### src/rtl/maxpool_blk_pkg.sv
// Shared types and helpers for the 2x2 stride-2 max-pooling stage.
// Optional build macro: MAXPOOL_RELU_EN (fused ReLU ahead of pooling).
package maxpool_blk_pkg;

  // Row-phase of the pooling walk through one conv output frame.
  typedef enum logic [1:0] {
    ROW_EVEN = 2'd0,  // first row of a pooled pair: fill the line buffer
    ROW_ODD  = 2'd1,  // second row of a pair: compare against line buffer, emit
    ROW_SKIP = 2'd2,  // trailing unpaired row of an odd-sized map: discard
    FULL     = 2'd3   // frame complete: wait for the next start
  } pool_state_t;

  localparam int DEF_OUT_SIZE = 4;
  localparam int DEF_DATA_W   = 48;

  // Conv output side for a given feature map / kernel / padding / stride.
  function automatic int conv_out_size(input int fm_size, input int kernel_size,
                                       input int padding, input int stride);
    return ((fm_size - kernel_size + 2 * padding) / stride) + 1;
  endfunction

  // Ceiling log2, never below 1 so that counters always have a bit.
  function automatic int clog2_min1(input int n);
    int w;
    w = 1;
    while ((1 << w) < n) w++;
    return w;
  endfunction

endpackage

### src/rtl/maxpool_blk_pool_line_buf.sv
// Line buffer holding the horizontal maxima of the even row of a pooled pair.
// One synchronous write port, one combinational read port, cleared on reset.
module pool_line_buf #(
  parameter int DEPTH  = 2,
  parameter int DATA_W = 48,
  parameter int AW     = 1
) (
  input  logic                     i_clk,
  input  logic                     i_rst,
  input  logic                     i_we,
  input  logic [AW-1:0]            i_waddr,
  input  logic signed [DATA_W-1:0] i_wdata,
  input  logic [AW-1:0]            i_raddr,
  output logic signed [DATA_W-1:0] o_rdata
);

  logic signed [DATA_W-1:0] r_mem [DEPTH];

  // Storage: cleared on reset, written one entry per completed horizontal pair.
  always_ff @(posedge i_clk or posedge i_rst) begin
    if (i_rst) begin
      for (int i = 0; i < DEPTH; i++) r_mem[i] <= '0;
    end else if (i_we) begin
      r_mem[i_waddr] <= i_wdata;
    end
  end

  // Read is combinational so the odd row can compare in the same cycle.
  always_comb begin
    o_rdata = r_mem[i_raddr];
  end

endmodule

### src/rtl/maxpool_blk.sv
// 2x2 stride-2 max pooling over a raster-order conv result stream.
// Optional build macro: MAXPOOL_RELU_EN -- negative samples are forced to 0
// before pooling, so every pooled output is non-negative.
//
// Stream protocol: i_en is a valid-only strobe (no ready, the stage always
// accepts); o_en is a one-cycle valid pulse per pooled pixel and o_done is
// raised together with the o_en of the last pooled pixel of the frame.
module maxpool_blk
  import maxpool_blk_pkg::*;
#(
  parameter int OUT_SIZE = DEF_OUT_SIZE,
  parameter int DATA_W   = DEF_DATA_W
) (
  input  logic                     i_clk,
  input  logic                     i_rst,
  input  logic                     i_start,
  input  logic                     i_en,
  input  logic signed [DATA_W-1:0] i_data,
  output logic                     o_en,
  output logic signed [DATA_W-1:0] o_data,
  output logic                     o_done,
  output pool_state_t              o_dbg_state
);

  localparam int POOL_SIZE = OUT_SIZE / 2;
  localparam int CW        = clog2_min1(OUT_SIZE);
  localparam int AW        = clog2_min1(POOL_SIZE);
  localparam logic [CW-1:0] COL_LAST  = CW'(OUT_SIZE - 1);
  localparam logic [CW-1:0] POOL_LAST = CW'(2 * POOL_SIZE - 1);
  localparam bit ODD_SIZE = (OUT_SIZE % 2) == 1;

  logic [CW-1:0]            r_col;
  logic [CW-1:0]            r_row;
  pool_state_t              r_state;
  logic signed [DATA_W-1:0] r_h;
  logic                     r_en;
  logic signed [DATA_W-1:0] r_data;
  logic                     r_done;

  logic [CW-1:0]            w_col;
  logic [CW-1:0]            w_row;
  pool_state_t              w_state;
  logic                     w_take;
  logic                     w_trail;
  logic signed [DATA_W-1:0] w_sample;
  logic signed [DATA_W-1:0] w_h;
  logic signed [DATA_W-1:0] w_lb_rdata;
  logic signed [DATA_W-1:0] w_pool;
  logic                     w_lb_we;
  logic [AW-1:0]            w_idx;

  // Optional fused ReLU on the incoming sample.
  always_comb begin
`ifdef MAXPOOL_RELU_EN
    w_sample = i_data[DATA_W-1] ? '0 : i_data;
`else
    w_sample = i_data;
`endif
  end

  // Effective position: a start pulse re-homes the walk before this cycle's sample is used.
  always_comb begin
    w_col   = i_start ? '0 : r_col;
    w_row   = i_start ? '0 : r_row;
    w_state = i_start ? ROW_EVEN : r_state;
    w_take  = i_en && (i_start || (r_state != FULL));
    w_trail = ODD_SIZE && (w_col == COL_LAST);
    w_idx   = AW'(w_col >> 1);
  end

  // Horizontal and vertical maxima plus line-buffer write enable.
  always_comb begin
    w_h     = (r_h > w_sample) ? r_h : w_sample;
    w_pool  = (w_lb_rdata > w_h) ? w_lb_rdata : w_h;
    w_lb_we = w_take && (w_state == ROW_EVEN) && w_col[0];
  end

  pool_line_buf #(
    .DEPTH  (POOL_SIZE),
    .DATA_W (DATA_W),
    .AW     (AW)
  ) u_line_buf (
    .i_clk   (i_clk),
    .i_rst   (i_rst),
    .i_we    (w_lb_we),
    .i_waddr (w_idx),
    .i_wdata (w_h),
    .i_raddr (w_idx),
    .o_rdata (w_lb_rdata)
  );

  // Walk FSM, counters, horizontal hold register and registered outputs.
  always_ff @(posedge i_clk or posedge i_rst) begin
    if (i_rst) begin
      r_col   <= '0;
      r_row   <= '0;
      r_state <= ROW_EVEN;
      r_h     <= '0;
      r_en    <= 1'b0;
      r_data  <= '0;
      r_done  <= 1'b0;
    end else begin
      r_en   <= 1'b0;
      r_done <= 1'b0;
      if (w_take) begin
        r_col   <= w_col;
        r_row   <= w_row;
        r_state <= w_state;
        // Even column opens a horizontal pair; trailing column and skipped rows are dropped.
        if (!w_col[0] && !w_trail && (w_state != ROW_SKIP)) begin
          r_h <= w_sample;
        end
        if ((w_state == ROW_ODD) && w_col[0]) begin
          r_data <= w_pool;
          r_en   <= 1'b1;
          r_done <= (w_row == POOL_LAST) && (w_col == POOL_LAST);
        end
        if (w_col == COL_LAST) begin
          r_col <= '0;
          case (w_state)
            ROW_EVEN: begin
              r_row   <= w_row + 1'b1;
              r_state <= ROW_ODD;
            end
            ROW_ODD: begin
              if (w_row == POOL_LAST) begin
                r_row   <= ODD_SIZE ? (w_row + 1'b1) : '0;
                r_state <= ODD_SIZE ? ROW_SKIP : FULL;
              end else begin
                r_row   <= w_row + 1'b1;
                r_state <= ROW_EVEN;
              end
            end
            ROW_SKIP: begin
              r_row   <= '0;
              r_state <= FULL;
            end
            default: begin
              r_row   <= w_row;
              r_state <= w_state;
            end
          endcase
        end else begin
          r_col <= w_col + 1'b1;
        end
      end else if (i_start) begin
        r_col   <= '0;
        r_row   <= '0;
        r_state <= ROW_EVEN;
      end
    end
  end

  assign o_en        = r_en;
  assign o_data      = r_data;
  assign o_done      = r_done;
  assign o_dbg_state = r_state;

endmodule

### config.mk
export PLATFORM = sky130hd
export DESIGN_NAME = maxpool_blk
export DESIGN_NICKNAME = d
export VERILOG_FILES = /design/src/rtl/maxpool_blk_pkg.sv /design/src/rtl/maxpool_blk_pool_line_buf.sv /design/src/rtl/maxpool_blk.sv
export SDC_FILE = /design/constraint.sdc
export NUM_CORES = 1
export LEC_CHECK = 0
export ABC_AREA = 1
export CORE_ASPECT_RATIO = 1.1
export CORE_UTILIZATION = 54
export CTS_BUF_LIST = sky130_fd_sc_hd__clkbuf_16
export DETAILED_ROUTE_END_ITERATION = 6
export PLACE_DENSITY = 0.82
export RECOVER_POWER = 25
export SLEW_MARGIN = 20
export SYNTH_ARGS = -nofsm -noshare
export SYNTH_HDL_FRONTEND = slang
export SYNTH_HIERARCHICAL = 1
export SYNTH_SLANG_ARGS = --single-unit
### constraint.sdc
create_clock -name i_clk -period 4.9 [get_ports i_clk]
set_input_delay 0.49 -clock i_clk [delete_from_list [all_inputs] [get_ports i_clk]]
set_output_delay 0.49 -clock i_clk [all_outputs]
set_load 0.01 [all_outputs]
==> Word-level counts from Yosys, hierarchy flattened <==
Index checks and enable logic that the tools add are counted.
{ "word_totals": {"regBits": 200, "wordCells": 59, "inputBits": 52} }
{ "op_classes": {"n_bitwise": 1, "n_eq_ne": 6, "n_addsub": 2, "n_reduce_logical": 12, "n_lt_le_gt_ge": 4, "n_mux": 25} }
{ "op_table": {"columns": ["operator", "count"], "rows": [
  ["48-bit two-way mux", 6],
  ["96-bit bitwise mux", 1],
  ["48-bit > comparator", 2],
  ["48-bit demux with 1-bit select", 1],
  ["2-bit two-way mux", 11],
  ["2-bit case mux with 3 select lines", 2],
  ["1-bit logical AND", 7],
  ["2-bit == test (second input constant)", 3],
  ["2-bit by 1-bit adder with 2-bit output (second input constant)", 2],
  ["1-bit two-way mux", 4],
  ["2-bit != test (second input constant)", 2],
  ["2-bit AND reduction", 2],
  ["2-bit by 1-bit == test with 1-bit output (second input constant)", 1],
  ["2-bit greater-or-equal comparator (second input constant)", 1],
  ["2-bit logical NOT", 1],
  ["2-bit by 1-bit less-than comparator with 1-bit output (second input constant)", 1],
  ["1-bit inverter with 2-bit output", 1],
  ["1-bit logical NOT", 1],
  ["1-bit logical OR", 1]
]} }

==> Depth between registers and ports, before layout <==
{ "logic_depth": {"depth_word": 7, "mapped_depth": 39} }

==> Hierarchy <==
Netlist, hierarchy kept.
{ "modules_own_cells": {"columns": ["module", "seq_area_each_um2", "cells_each", "area_per_inst_um2", "instances"], "rows": [
  ["maxpool_blk", 2602.5, 1282, 8496.9, 1],
  ["pool_line_buf", 2402.3, 573, 4413.0, 1]
]} }

==> Worst setup path after synthesis <==
No wires, ideal clock.
{ "synth_timing": {"path_kind": "input to register", "start": "in i_data[47]", "end": "reg r_data[0], in the netlist o_data[0]", "setup_ns": 0.116, "arrival_time_ns": 3.671, "cell_stages": 33, "path_slack_ns": 1.113, "required_ns": 4.784, "cell_sequence": "inv_1 ha_1 nand2_2 nor2_2 nand2_2 nor2_4 inv_2 nor2_1 nand2_1 nand3_2 nand2_1 nand2_2 buf_6 buf_12 nand3_2 nand2_1 inv_1 ha_1 a21o_1 nor2_1 nand2_1 nand2_1 nand2_1 nand2_1 nand3_1 nand2_1 nand2_1 nand2_1 buf_2 buf_2 nand3_1 nand2_1 nand2_1"} }
{ "synth_between": {"elab_chain_len": 4} }
{ "synth_rtl": {"columns": ["item", "line", "rtl"], "rows": [
  ["start, declared", "maxpool_blk.sv:18", "input logic signed [DATA_W-1:0] i_data,"],
  ["48-bit > comparator", "maxpool_blk.sv:73", "w_h = (r_h > w_sample) ? r_h : w_sample;"],
  ["48-bit two-way mux", "maxpool_blk.sv:73", null],
  ["via w_h[7]", "maxpool_blk.sv:46", "logic signed [DATA_W-1:0] w_h;"],
  ["48-bit > comparator", "maxpool_blk.sv:74", "w_pool = (w_lb_rdata > w_h) ? w_lb_rdata : w_h;"],
  ["48-bit two-way mux", "maxpool_blk.sv:74", null],
  ["end signal, assigned", "maxpool_blk.sv:114", "r_data <= w_pool;"],
  ["end, declared", "maxpool_blk.sv:37", "logic signed [DATA_W-1:0] r_data;"]
]} }
The timed path passes the listed nets, and every way through them passes these cells.
A chain may end at the register's enable or synchronous reset.

==> Worst setup path after layout <==
{ "layout_timing": {"start": "in i_data[27]", "end": "reg r_data[43], in the netlist o_data[43]"} }
The elaborated chain is that of the path after synthesis.

==> run summary <==
The average via count per standard cell is between 5 and 6. The post-cts resize count came out at 0. The synthesized-area fraction occupied by adder cells came out at 9.498%. Net switching is 41.57% of the power.

The number of placed instances, taps included, is ~2200. The total standard cell area after synthesis came out at around 0.013 mm^2. Cells with a size suffix above 1 make up 6.965% of the layout.

The endpoint of the worst register-to-register path is o_data[43]. The path with the worst hold slack has its endpoint at u_line_buf/r_mem[86]. The worst hold margin came out at 472.3 ps.

The count of buffers from port buffering is 103. At the worst endpoint, the required time is 5220 ps. The total of warnings raised by yosys is 6. Ranked by total cell area, the synthesized netlist is headed by sky130_fd_sc_hd__dfrtp_1 39%, sky130_fd_sc_hd__nand2_1 21%, sky130_fd_sc_hd__ha_1 9.5%. The largest buffer count on any clock path came out at 2.

The highest clock rate came out at roughly 0.22 GHz. The main combinational cell family by area after synthesis is simple AND/OR/NAND/NOR gates. By instance count, the leading cell after synthesis is sky130_fd_sc_hd__nand2_1. On the final layout, the worst clock skew is 9.073 ps. The number of pins exceeding their max-slew limit in the final report came out at 116. The floorplan step set the die width to 149.4 um. Broken down by cell family, the worst path's largest delay share belongs to simple AND/OR/NAND/NOR gates. Of all flip-flops after synthesis, the portion carrying an async set or reset was 100.0%. The highest net fanout along the worst path is 30. The origin of the worst min-delay path is u_line_buf/r_mem[86].

The count of clock tree sinks is 200. The chip height is 164.2 um. The starting utilization of the core area is 55.77%. The post-CTS setup buffer count is 0.

The area share of xor/xnor cells in the synthesized design came out at 0.06784%. The initial antenna violation count came out at 0. Per report_power, the clock group accounts for about 18% of the total.

The worst slew slack as a fraction of its limit came out at -111.5%. The filler-free cell count of the finished design came out at between 2000 and 2500. The buffers plus inverters on the worst setup path is 7. The arrival time at the worst endpoint came out at 4890 ps.

Counting cells, the worst reg-to-reg path comes to 30. The transition time at the pin with the least slew margin is 3155 ps. The area growth from synthesis to layout is 16.94%.

The switching power of the nets is 3.212 mW. The portion of synthesized area spent on multiplexers is 0%. The die area came out at 0.02453 mm^2. Global routing used 28.79% of the available tracks. The via count of the first global-routing pass is 12140. The first-pass GRT wire length came out at 56190 um. The share of the yosys chip area belonging to registers is between 30% and 40%. The worst-case register-to-register setup slack came out at 520 ps. After floorplanning, the core was sized to cover 0.02315 mm^2. The worst hold path passes through 2 cells. In the synthesized netlist, the cells that appear most often are 710 x sky130_fd_sc_hd__nand2_1, 291 x sky130_fd_sc_hd__inv_1, 233 x sky130_fd_sc_hd__nand3_1. The time the final worst path needs with I/O delays and setup is about 4600 ps. The number of hold-slack violations in the final timing report came out at 0.

The length of the first detailed-routing pass in iterations is 5. The fraction of synthesized cell area taken by the top area cell type came out at around two fifths. The clock tree from TritonCTS is done. After clock tree synthesis, the flow added hold-fix buffers numbering 0. The pin count of the biggest net entering global routing came out at 97. The post-route total power came out at 7.728 mW. The flow ran to the end, but the final reports show violations.

The top-level I/O count came out at ~100. The antenna diode instance count is 0. The cell that appears most often on the critical path is sky130_fd_sc_hd__nand2_1. In this run the critical register-to-register path is launched from r_h[39]. The average size of a mapped cell came out at between 6 and 7 um^2.

The number of endpoints failing setup at the final stage is 0. The depth of the CTS H-tree is 4. The checks that failed: max-capacitance violations, max-slew violations.

The number of enable-type register cells in the synthesized netlist came out at 0. The worst setup path is captured at a flop. After detailed routing, the number of remaining DRC violations is 0.

In the finished design, the share of the clock period the worst path needs comes to 93.27%. The utilization after layout is 65.21%. Fill cells in the final layout number 1931. The site row count is 58. After legalization and detailed placement, the total HPWL measured 23130 um. The number of distinct library cells after synthesis came out at 28. The slowest stage of the critical path belongs to the cell sky130_fd_sc_hd__clkdlybuf4s50_1. Clock-pin slew was measured on the worst setup and hold paths at approximately 70 ps. The final layout net count came out at between 2000 and 2500. The number of buffers created by CTS is 17. The weighted congestion at the end of routability-driven global placement is 0.8849. The cell sitting at the root of the clock tree is a sky130_fd_sc_hd__clkbuf_16.

The worst setup path is of the in2reg kind. The share of total power dissipated in sequential elements is 31.9%. The most used flip-flop cell after synthesis is sky130_fd_sc_hd__dfrtp_1. In this run, the number of DRC markers left after iteration 0 of detailed routing was 889. Cell internal power was estimated by the tool at 4.516 mW. The largest single stage delay on the critical path is 520 ps.

The tool flagged a number of max-cap violations equal to 2. The startpoint type of the worst setup path is an input pin. Summing the areas of all compound-gate instances in the mapped netlist gives 5.641% of the synthesized area.

The areal power density over the cells is roughly 510 mW/mm^2. The number of instances in the synthesized netlist is 1855. The synthesized netlist net count is roughly 2000.

After detailed routing, the total wire length is 33720 um. The worst hold path belongs to the class reg2reg. The total overflow left after global routing is 0.

The number of flip-flops and latches in the synthesized netlist is 200. The biggest area contributor in the post-synthesis netlist is sky130_fd_sc_hd__dfrtp_1. Across all layers, the routed design uses 12180 vias. Across the VDD grid, the largest voltage drop is 0.4599 mV. The mean routed wirelength per cell is 14.88 um. The clock latency at the later pin of the worst-skew pair is approximately 440 ps.

The leakage power summed over all cells is 8.590 nW. The share of total power in combinational logic is between 50% and 60%. The remaining antenna violation count came out at 0. Of the total synthesized cell area, the portion taken by AND, OR, NAND and NOR gates is 33.82%.
how the worst max path moves through the flow:
stage,startpoint,end,cells after the start
final,i_data[27],o_data[43],30
after global routing,i_data[27],o_data[27],30
after CTS,i_data[27],o_data[27],30
after detailed placement,i_data[27],o_data[29],29
after global placement,i_data[27],o_data[24],30
after floorplan,i_data[47],o_data[0],33
metrics by stage:
stage / worst slack, ps / cell area (um^2) / TNS [ps]
global placement: -109.8 / 14500 / -2904
CTS: 187.7 / 15060 / 0
finish: 329.8 / 15100 / 0
floorplan: 1113 / 12910 / 0
detailed placement: -224.0 / 14500 / -9118
global route: -25.84 / 15100 / -40.08
cells in the final DEF, fill, tap and decap left out, types with 3 or more instances in the layout:
master | Yosys | final
sky130_fd_sc_hd__nand3_1 | 233 | 233
sky130_fd_sc_hd__buf_12 | 2 | 10
sky130_fd_sc_hd__inv_1 | 291 | 288
sky130_fd_sc_hd__inv_6 | 0 | 3
sky130_fd_sc_hd__nor3_2 | 0 | 4
sky130_fd_sc_hd__o21ai_0 | 100 | 100
sky130_fd_sc_hd__nand3_2 | 22 | 22
sky130_fd_sc_hd__nand4_1 | 13 | 13
sky130_fd_sc_hd__clkdlybuf4s50_1 | 0 | 101
sky130_fd_sc_hd__clkbuf_16 | 0 | 17
sky130_fd_sc_hd__a21o_1 | 5 | 5
sky130_fd_sc_hd__nand2_1 | 710 | 707
sky130_fd_sc_hd__nor2_4 | 1 | 3
sky130_fd_sc_hd__ha_1 | 98 | 98
sky130_fd_sc_hd__nand2_2 | 3 | 6
sky130_fd_sc_hd__dfrtp_1 | 200 | 200
sky130_fd_sc_hd__clkinv_1 | 0 | 6
sky130_fd_sc_hd__nor2_1 | 36 | 33
sky130_fd_sc_hd__buf_4 | 10 | 55
sky130_fd_sc_hd__a21oi_1 | 35 | 35
sky130_fd_sc_hd__nor2_2 | 2 | 3
sky130_fd_sc_hd__clkinv_2 | 0 | 4
registers in the layout, summed over array words and instances (netlist names):
name	count
o_dbg_state	2
o_done	1
r_col	2
u_line_buf/r_mem	96
r_h	48
o_en	1
o_data	48
r_row	2
per-layer routing:
| metal | part of all wire (%) | track usage, % | vias up |
|---|---|---|---|
| met5 | 0 | 0 | - |
| met4 | 3.4 | 14.98 | 0 |
| met3 | 5.2 | 4.639 | 86 |
| met2 | 50 | 49.83 | 394 |
| met1 | 42 | 34.28 | 5740 |
| li1 | - | - | 5957 |
layout make-up:
class | count | area (um^2) | area share [%]
Clock buffer | 17 | 425.4 | 2.818
Clock inverter | 15 | 132.6 | 0.8785
Multi-Input combinational cell | 1271 | 6375 | 42.23
Inverter | 293 | 1102 | 7.302
Tap cell | 300 | 375.4 | 2.486
Timing Repair Buffer | 171 | 1682 | 11.14
Sequential cell | 200 | 5005 | 33.15
worst min-delay path, delay by kind of cell, from the launching register on:
kind             cells  cell delay (ps)
flip-flops           1              340
AND/OR/NAND/NOR      2              100
cell families (layout without fill, tap and decap cells):
family	Yosys count	in the layout
buffers and inverters	384	496
AOI/OAI and AO/OA	142	142
adders and majority gates	98	98
xor gates and xnor gates	1	1
DFF	200	200
and+or+nand+nor	1030	1030
power groups by stage:
stage | sequential (mW) | clock, mW | combinational [mW]
floorplan | 2.48 | 0 | 2.45
global placement | 2.46 | 0 | 3.64
detailed placement | 2.47 | 0 | 3.76
CTS | 2.46 | 1.40 | 3.81
global route | 2.53 | 1.47 | 4.36
finish | 2.47 | 1.39 | 3.88
(Power assumes the default switching activity.)
